### config.mk
export PLATFORM = sky130hd
export DESIGN_NAME = conv_window_fetch_flat
export DESIGN_NICKNAME = d
export VERILOG_FILES = /design/src/rtl/conv_window_fetch_if.sv /design/src/rtl/conv_window_fetch.sv /design/src/flat_wrapper.sv
export SDC_FILE = /design/constraint.sdc
export NUM_CORES = 2
export LEC_CHECK = 0
export CAP_MARGIN = 20
export CORE_AREA = 2 2 302 304
export CTS_CLUSTER_SIZE = 30
export DETAILED_ROUTE_END_ITERATION = 6
export DIE_AREA = 0 0 304 306
export GPL_TIMING_DRIVEN = 0
export PLACE_DENSITY = 0.73
export SLEW_MARGIN = 20
export SYNTH_ARGS = -nofsm -noshare
export SYNTH_HDL_FRONTEND = slang
export SYNTH_SLANG_ARGS = --single-unit
### constraint.sdc
create_clock -name clk_in -period 6.7 [get_ports clk_in]
set_input_delay 1.005 -clock clk_in [delete_from_list [all_inputs] [get_ports clk_in]]
set_output_delay 1.005 -clock clk_in [all_outputs]
set_load 0.01 [all_outputs]
### src/rtl/conv_window_fetch_if.sv
// conv_window_fetch_if: control, picture-memory and tile-stream signals of the window fetcher.
interface conv_window_fetch_if #(
    parameter int LANES   = 16,
    parameter int BITS    = 16,
    parameter int ADDR_W  = 15,
    parameter int WADDR_W = 5
);
    logic                    start;
    logic                    busy;
    logic                    done;
    logic                    mem_rd;
    logic [LANES*ADDR_W-1:0] mem_addr;
    logic [LANES*BITS-1:0]   mem_data;
    logic [LANES*BITS-1:0]   map;
    logic                    map_valid;
    logic                    map_ready;
    logic [WADDR_W-1:0]      weight_addr;
    logic                    win_last;

    modport master (
        input  start, mem_data, map_ready,
        output busy, done, mem_rd, mem_addr, map, map_valid, weight_addr, win_last
    );

    modport slave (
        output start, mem_data, map_ready,
        input  busy, done, mem_rd, mem_addr, map, map_valid, weight_addr, win_last
    );
endinterface

### src/rtl/conv_window_fetch.sv
// conv_window_fetch: walks a frame of FILTERxFILTER windows, streaming PAR_HxPAR_W lane tiles.
// Define CONV_FETCH_PAD_EN to honour PAD with out-of-bounds zero masking.
module conv_window_fetch #(
    parameter int BITS     = 16,
    parameter int PAR_H    = 4,
    parameter int PAR_W    = 4,
    parameter int LENGTH   = 100,
    parameter int HEIGHT   = 252,
    parameter int FILTER   = 5,
    parameter int STRIDE_H = 4,
    parameter int STRIDE_W = 4,
    parameter int PAD      = 0,
    parameter int ADDR_W   = 15,
    parameter int WADDR_W  = 5
) (
    input logic clk_in,
    input logic rst_n,
    conv_window_fetch_if.master bus
);
    localparam int LANES = PAR_H * PAR_W;
    localparam int OUT_H = (HEIGHT + 2 * PAD - FILTER) / STRIDE_H + 1;
    localparam int OUT_W = (LENGTH + 2 * PAD - FILTER) / STRIDE_W + 1;
    localparam int CW    = 16;
    localparam int DW    = LANES * BITS;
    localparam int EW    = 1 + WADDR_W + DW;

    typedef enum logic [1:0] {IDLE, RUN, DRAIN} state_t;

    state_t state, state_nx;
    logic [CW-1:0] kh, kw, wc, wr;
    logic kh_max, kw_max, wc_max, wr_max, last_rd;
    logic issue, pop, last_hs, rd_q, wl_q, wp, rp;
    logic [1:0] cnt;
    logic [WADDR_W-1:0] wa_q;
    logic [LANES-1:0] oob, oob_q;
    logic [DW-1:0] data_m;
    logic [EW-1:0] fifo [2];

`ifndef CONV_FETCH_PAD_EN
    if (PAD != 0) begin : g_pad_chk
        $error("conv_window_fetch: PAD != 0 requires CONV_FETCH_PAD_EN");
    end
`endif

    assign kh_max  = kh == CW'(FILTER - 1);
    assign kw_max  = kw == CW'(FILTER - 1);
    assign wc_max  = wc == CW'(OUT_W - 1);
    assign wr_max  = wr == CW'(OUT_H - 1);
    assign last_rd = kh_max && kw_max && wc_max && wr_max;
    assign pop     = bus.map_valid && bus.map_ready;
    assign last_hs = pop && cnt == 2'd1 && !rd_q;

    always_ff @(posedge clk_in or negedge rst_n) begin
        if (!rst_n) state <= IDLE;
        else        state <= state_nx;
    end

    always_comb begin
        state_nx = (state == IDLE && bus.start)       ? RUN   :
                   (state == RUN && issue && last_rd) ? DRAIN :
                   (state == DRAIN && last_hs)        ? IDLE  : state;
    end

    // Credit check counts the beat leaving this cycle so a ready consumer sees one beat per cycle.
    always_comb begin
        bus.busy   = state != IDLE;
        issue      = state == RUN && ({1'b0, cnt} + {2'b0, rd_q} - {2'b0, pop}) < 3'd2;
        bus.mem_rd = issue;
    end

    always_ff @(posedge clk_in or negedge rst_n) begin
        if (!rst_n) begin
            kh <= '0;
            kw <= '0;
            wc <= '0;
            wr <= '0;
        end else if (issue) begin
            kh <= kh_max ? '0 : kh + CW'(1);
            kw <= !kh_max ? kw : kw_max ? '0 : kw + CW'(1);
            wc <= !(kh_max && kw_max) ? wc : wc_max ? '0 : wc + CW'(1);
            wr <= !(kh_max && kw_max && wc_max) ? wr : wr_max ? '0 : wr + CW'(1);
        end
    end

    for (genvar j = 0; j < PAR_H; j++) begin : g_row
        for (genvar k = 0; k < PAR_W; k++) begin : g_col
            localparam int N = j * PAR_W + k;
            logic signed [31:0] row, col;
`ifdef CONV_FETCH_PAD_EN
            assign row    = $signed(32'(wr)) * STRIDE_H + $signed(32'(kh)) + j - PAD;
            assign col    = $signed(32'(wc)) * STRIDE_W + $signed(32'(kw)) + k - PAD;
            assign oob[N] = row < 0 || row >= HEIGHT || col < 0 || col >= LENGTH;
`else
            assign row    = $signed(32'(wr)) * STRIDE_H + $signed(32'(kh)) + j;
            assign col    = $signed(32'(wc)) * STRIDE_W + $signed(32'(kw)) + k;
            assign oob[N] = 1'b0;
`endif
            assign bus.mem_addr[N*ADDR_W +: ADDR_W] =
                (bus.mem_rd && !oob[N]) ? ADDR_W'(row * LENGTH + col) : '0;
            assign data_m[N*BITS +: BITS] = oob_q[N] ? '0 : bus.mem_data[N*BITS +: BITS];
        end
    end

    // Mask and beat tags travel one cycle alongside the read to meet the returning data.
    always_ff @(posedge clk_in or negedge rst_n) begin
        if (!rst_n) begin
            rd_q     <= 1'b0;
            oob_q    <= '0;
            wa_q     <= '0;
            wl_q     <= 1'b0;
            fifo[0]  <= '0;
            fifo[1]  <= '0;
            wp       <= 1'b0;
            rp       <= 1'b0;
            cnt      <= '0;
            bus.done <= 1'b0;
        end else begin
            rd_q  <= issue;
            oob_q <= oob;
            wa_q  <= WADDR_W'(kw * FILTER + kh);
            wl_q  <= kh_max && kw_max;
            if (rd_q) begin
                fifo[wp] <= {wl_q, wa_q, data_m};
                wp       <= ~wp;
            end
            if (pop) rp <= ~rp;
            cnt      <= cnt + 2'(rd_q) - 2'(pop);
            bus.done <= state == DRAIN && last_hs;
        end
    end

    assign bus.map         = fifo[rp][DW-1:0];
    assign bus.weight_addr = fifo[rp][DW +: WADDR_W];
    assign bus.win_last    = fifo[rp][EW-1];
    assign bus.map_valid   = cnt != 2'd0;
endmodule
### src/flat_wrapper.sv
// flat-port wrapper written by rule: the top's interface ports become plain ports
module conv_window_fetch_flat 
#(
    parameter int BITS     = 16,
    parameter int PAR_H    = 4,
    parameter int PAR_W    = 4,
    parameter int LENGTH   = 100,
    parameter int HEIGHT   = 252,
    parameter int FILTER   = 5,
    parameter int STRIDE_H = 4,
    parameter int STRIDE_W = 4,
    parameter int PAD      = 0,
    parameter int ADDR_W   = 15,
    parameter int WADDR_W  = 5
)
  (clk_in, rst_n, bus_start, bus_mem_data, bus_map_ready, bus_busy, bus_done, bus_mem_rd, bus_mem_addr, bus_map, bus_map_valid, bus_weight_addr, bus_win_last);
  conv_window_fetch_if #(.BITS(BITS), .ADDR_W(ADDR_W), .WADDR_W(WADDR_W)) bus_i ();
  input logic clk_in;
  input logic rst_n;
  input wire logic [$bits(bus_i.start)-1:0] bus_start;
  input wire logic [$bits(bus_i.mem_data)-1:0] bus_mem_data;
  input wire logic [$bits(bus_i.map_ready)-1:0] bus_map_ready;
  output wire logic [$bits(bus_i.busy)-1:0] bus_busy;
  output wire logic [$bits(bus_i.done)-1:0] bus_done;
  output wire logic [$bits(bus_i.mem_rd)-1:0] bus_mem_rd;
  output wire logic [$bits(bus_i.mem_addr)-1:0] bus_mem_addr;
  output wire logic [$bits(bus_i.map)-1:0] bus_map;
  output wire logic [$bits(bus_i.map_valid)-1:0] bus_map_valid;
  output wire logic [$bits(bus_i.weight_addr)-1:0] bus_weight_addr;
  output wire logic [$bits(bus_i.win_last)-1:0] bus_win_last;
  assign bus_i.start = bus_start;
  assign bus_i.mem_data = bus_mem_data;
  assign bus_i.map_ready = bus_map_ready;
  assign bus_busy = bus_i.busy;
  assign bus_done = bus_i.done;
  assign bus_mem_rd = bus_i.mem_rd;
  assign bus_mem_addr = bus_i.mem_addr;
  assign bus_map = bus_i.map;
  assign bus_map_valid = bus_i.map_valid;
  assign bus_weight_addr = bus_i.weight_addr;
  assign bus_win_last = bus_i.win_last;
  conv_window_fetch #(.BITS(BITS), .PAR_H(PAR_H), .PAR_W(PAR_W), .LENGTH(LENGTH), .HEIGHT(HEIGHT), .FILTER(FILTER), .STRIDE_H(STRIDE_H), .STRIDE_W(STRIDE_W), .PAD(PAD), .ADDR_W(ADDR_W), .WADDR_W(WADDR_W)) u_core (.clk_in(clk_in), .rst_n(rst_n), .bus(bus_i));
endmodule
==> reports/results.ini <==
[outcome]
status=finished, violations left
violations=negative setup slack

[logic_synthesis]
syn_nets=4288
yosysWarnings=0
netlist_area_um2=40400
synth_edf_count=0
postSynthAreaPerCell_um2=11.1
ys_seq_area_share_pct=37.3
synthCells=3649
ys_ff_latch=602
synthDistinctLibCells=96
yosys.area.top_type_share_pct=37.3
async_flop_share_pct=100
ys_top_cells_by_area=dfrtp_1 (37%), mux2_2 (22%), ha_1 (10%), xnor2_1 (4.7%), nor2_1 (2.8%)
synthTopCellsByCount=mux2_2 (786), dfrtp_1 (602), ha_1 (328)
synth_flop_cell=dfrtp_1
yosys.area.top_type=dfrtp_1
yosys.cell_count.top_type=mux2_2

[cts]
max-clock-path-buffers=3
clkLatencyLatePin_ns=0.62
clk_pin_slew_ns=0.06
clock_sinks=602
cts_buffers=59
htree_levels=2
cts_tree=done
ctsHoldBuffers=0
clockRootBuffer=clkbuf_16

[critical_path]
critPathArrivalTime_ns=6.84
critPathCaptureType=output port
rrSetupSlack_ns=2.42
rr_endpoint=u_core.wr[15]
cp-startpoint=u_core.wr[0]
crit_top_cell=ha_4
cpMaxStageDelayCell=fa_1
endpoint=bus_mem_addr[179]
timing.rr.start=u_core.cnt[1]
reg2reg_depth=16
slowest_delay_ns=0.55
path_class=register to output port
worst_ep_required_time_ns=5.69
start_kind=register
cp_max_fo=5

[floorplanning]
die_y_um=306
core_area_um2=89600
num_io_pins=766
dieArea_um2=93000
rows=110
fp.dieW_um=304
start_util_pct=45.1

[timing]
setup_viol=67
max_freq_mhz=127
hold_viol=0
min_period_ns=7.85
layout_setup_ws_ns=-1.15
final-max-slew-violation-count=0
grt_setup_unrepaired=yes
setup-tns-final_ns=-33.57
fin_skew_ns=0.0132
slew_headroom_pct=11.5
period_share_pct=117
worst_slew_pin_slew_ns=1.32

[global_route]
antenna_found_initial=41
grt_max_degree=100
grt_pass1_wl_mm=222
grt_pass1_vias=34303
grt_overflow_total=0
grt_usage_pct=31.6

[worst_hold_path]
min_path_type=input pin to async pin

[drt]
drt-initial-drc-count=2626
first_pass_iters=6
vias=33921
vias_per_cell=5.70
routed_wirelength_mm=156
ant_nets=0
drc=0
wl_per_cell_um=26.2

[cells_and_area]
drive_above_1_share_pct=37.2
area_growth_pct=42.2
nets=5338
fill_cells=6560
final-seq-area_um2=15100
multi_input_area_um2=27800
fin_util_pct=64.1

[placed_design]
dp_slack_ns=-2.11
gp_congestion=0.962
port_buffers=765
dp_hpwl_mm=112

[run]
drv_cap=0

sequential cells by signal, indices dropped and copies added (netlist names):
name and cells:
u_core.rd_q 1, u_core.rp 1, u_core.wr 16, u_core.kh 16, u_core.wl_q 1, u_core.wp 1, u_core.fifo 524, u_core.wc 16
u_core.wa_q 5, u_core.cnt 2, u_core.state 2, u_core.kw 16, u_core.bus.done 1
worst min path at each step:
stage,startpoint,to,slack [ns],cells after the start
floorplan,u_core.wr[15],u_core.wr[15],0.45,1
global placement,u_core.kh[15],u_core.kh[15],0.46,1
detailed placement,u_core.wr[15],u_core.wr[15],0.46,1
CTS,rst_n,u_core.wc[9],0.30,1
global route,rst_n,u_core.wc[10],0.33,1
finish,rst_n,u_core.wc[15],0.32,1
cells in the final DEF, fill, tap and decap left out, types with 35 or more instances in the layout:
cell             count
clkdlybuf4s50_1    667
mux2_2             786
xnor2_2             47
clkbuf_1           124
inv_1              128
xnor2_1            144
buf_6               75
xor2_1              92
nand2_1             91
nor2_1             254
nor3_1              62
dfrtp_1            593
fa_1                46
a21oi_1             76
buf_2               64
nor2_2              35
o21ai_0             43
ha_4               102
nand3_1             54
a21o_1              72
ha_1               214
clkbuf_16           61
buf_4              181
area by class of cell:
cell class              instances  area share (%)
clock inverters                15           0.259
well taps                    1176            2.56
repair buffers                994            16.6
inverters                     157            1.10
multi-input cells            2723            48.5
plain buffers                 162            1.42
diodes                         33           0.144
clock buffers                  91            3.15
flip-flops and latches        602            26.3
critical path: cells and delay by family, from the launching register on:
family,cells,cell delay (ns)
compound gates,5,0.84
fa+ha+maj,7,1.89
xor+xnor,4,1.05
buf+inv,7,0.82
simple gates,7,1.19
flops,1,0.41
cells by family (layout without fill, tap and decap cells):
group	after synthesis	in the layout	synth area share (%)
mux	792	792	22.1
simple gates	788	788	9.74
flops	602	602	37.3
compound gates	420	420	6.98
fa+ha+maj	379	379	12.7
xor+xnor	344	344	7.81
buf+inv	324	1419	3.43
other cells	0	33	0
layer usage:
metal / part of all wire, % / global-route usage [%] / vias up
li1: - / - / 15002
met1: 37 / 36.5 / 16868
met2: 48 / 53.2 / 1536
met3: 8.6 / 8.03 / 505
met4: 6.9 / 18.9 / 10
met5: 0.037 / 0 / -
per-stage QoR:
step,hold slack (ns),cells,area (µm²)
2_1_floorplan,0.446,3649,40500
3_3_place_gp,0.461,5590,49600
3_5_place_dp,0.464,5596,49800
4_1_cts,0.301,5863,56000
5_1_grt,0.334,5945,57400
6_report,0.323,5953,57400
what timing repair did:
action	4_1_cts	5_1_grt
buffers inserted	165	61
pin swaps	241	115
gates cloned	1	0
resized for setup	824	230
setup endpoints to repair	161	123
Power is not shown: default switching activity piles up to over one toggle a cycle in this logic, so the estimate is an artifact.
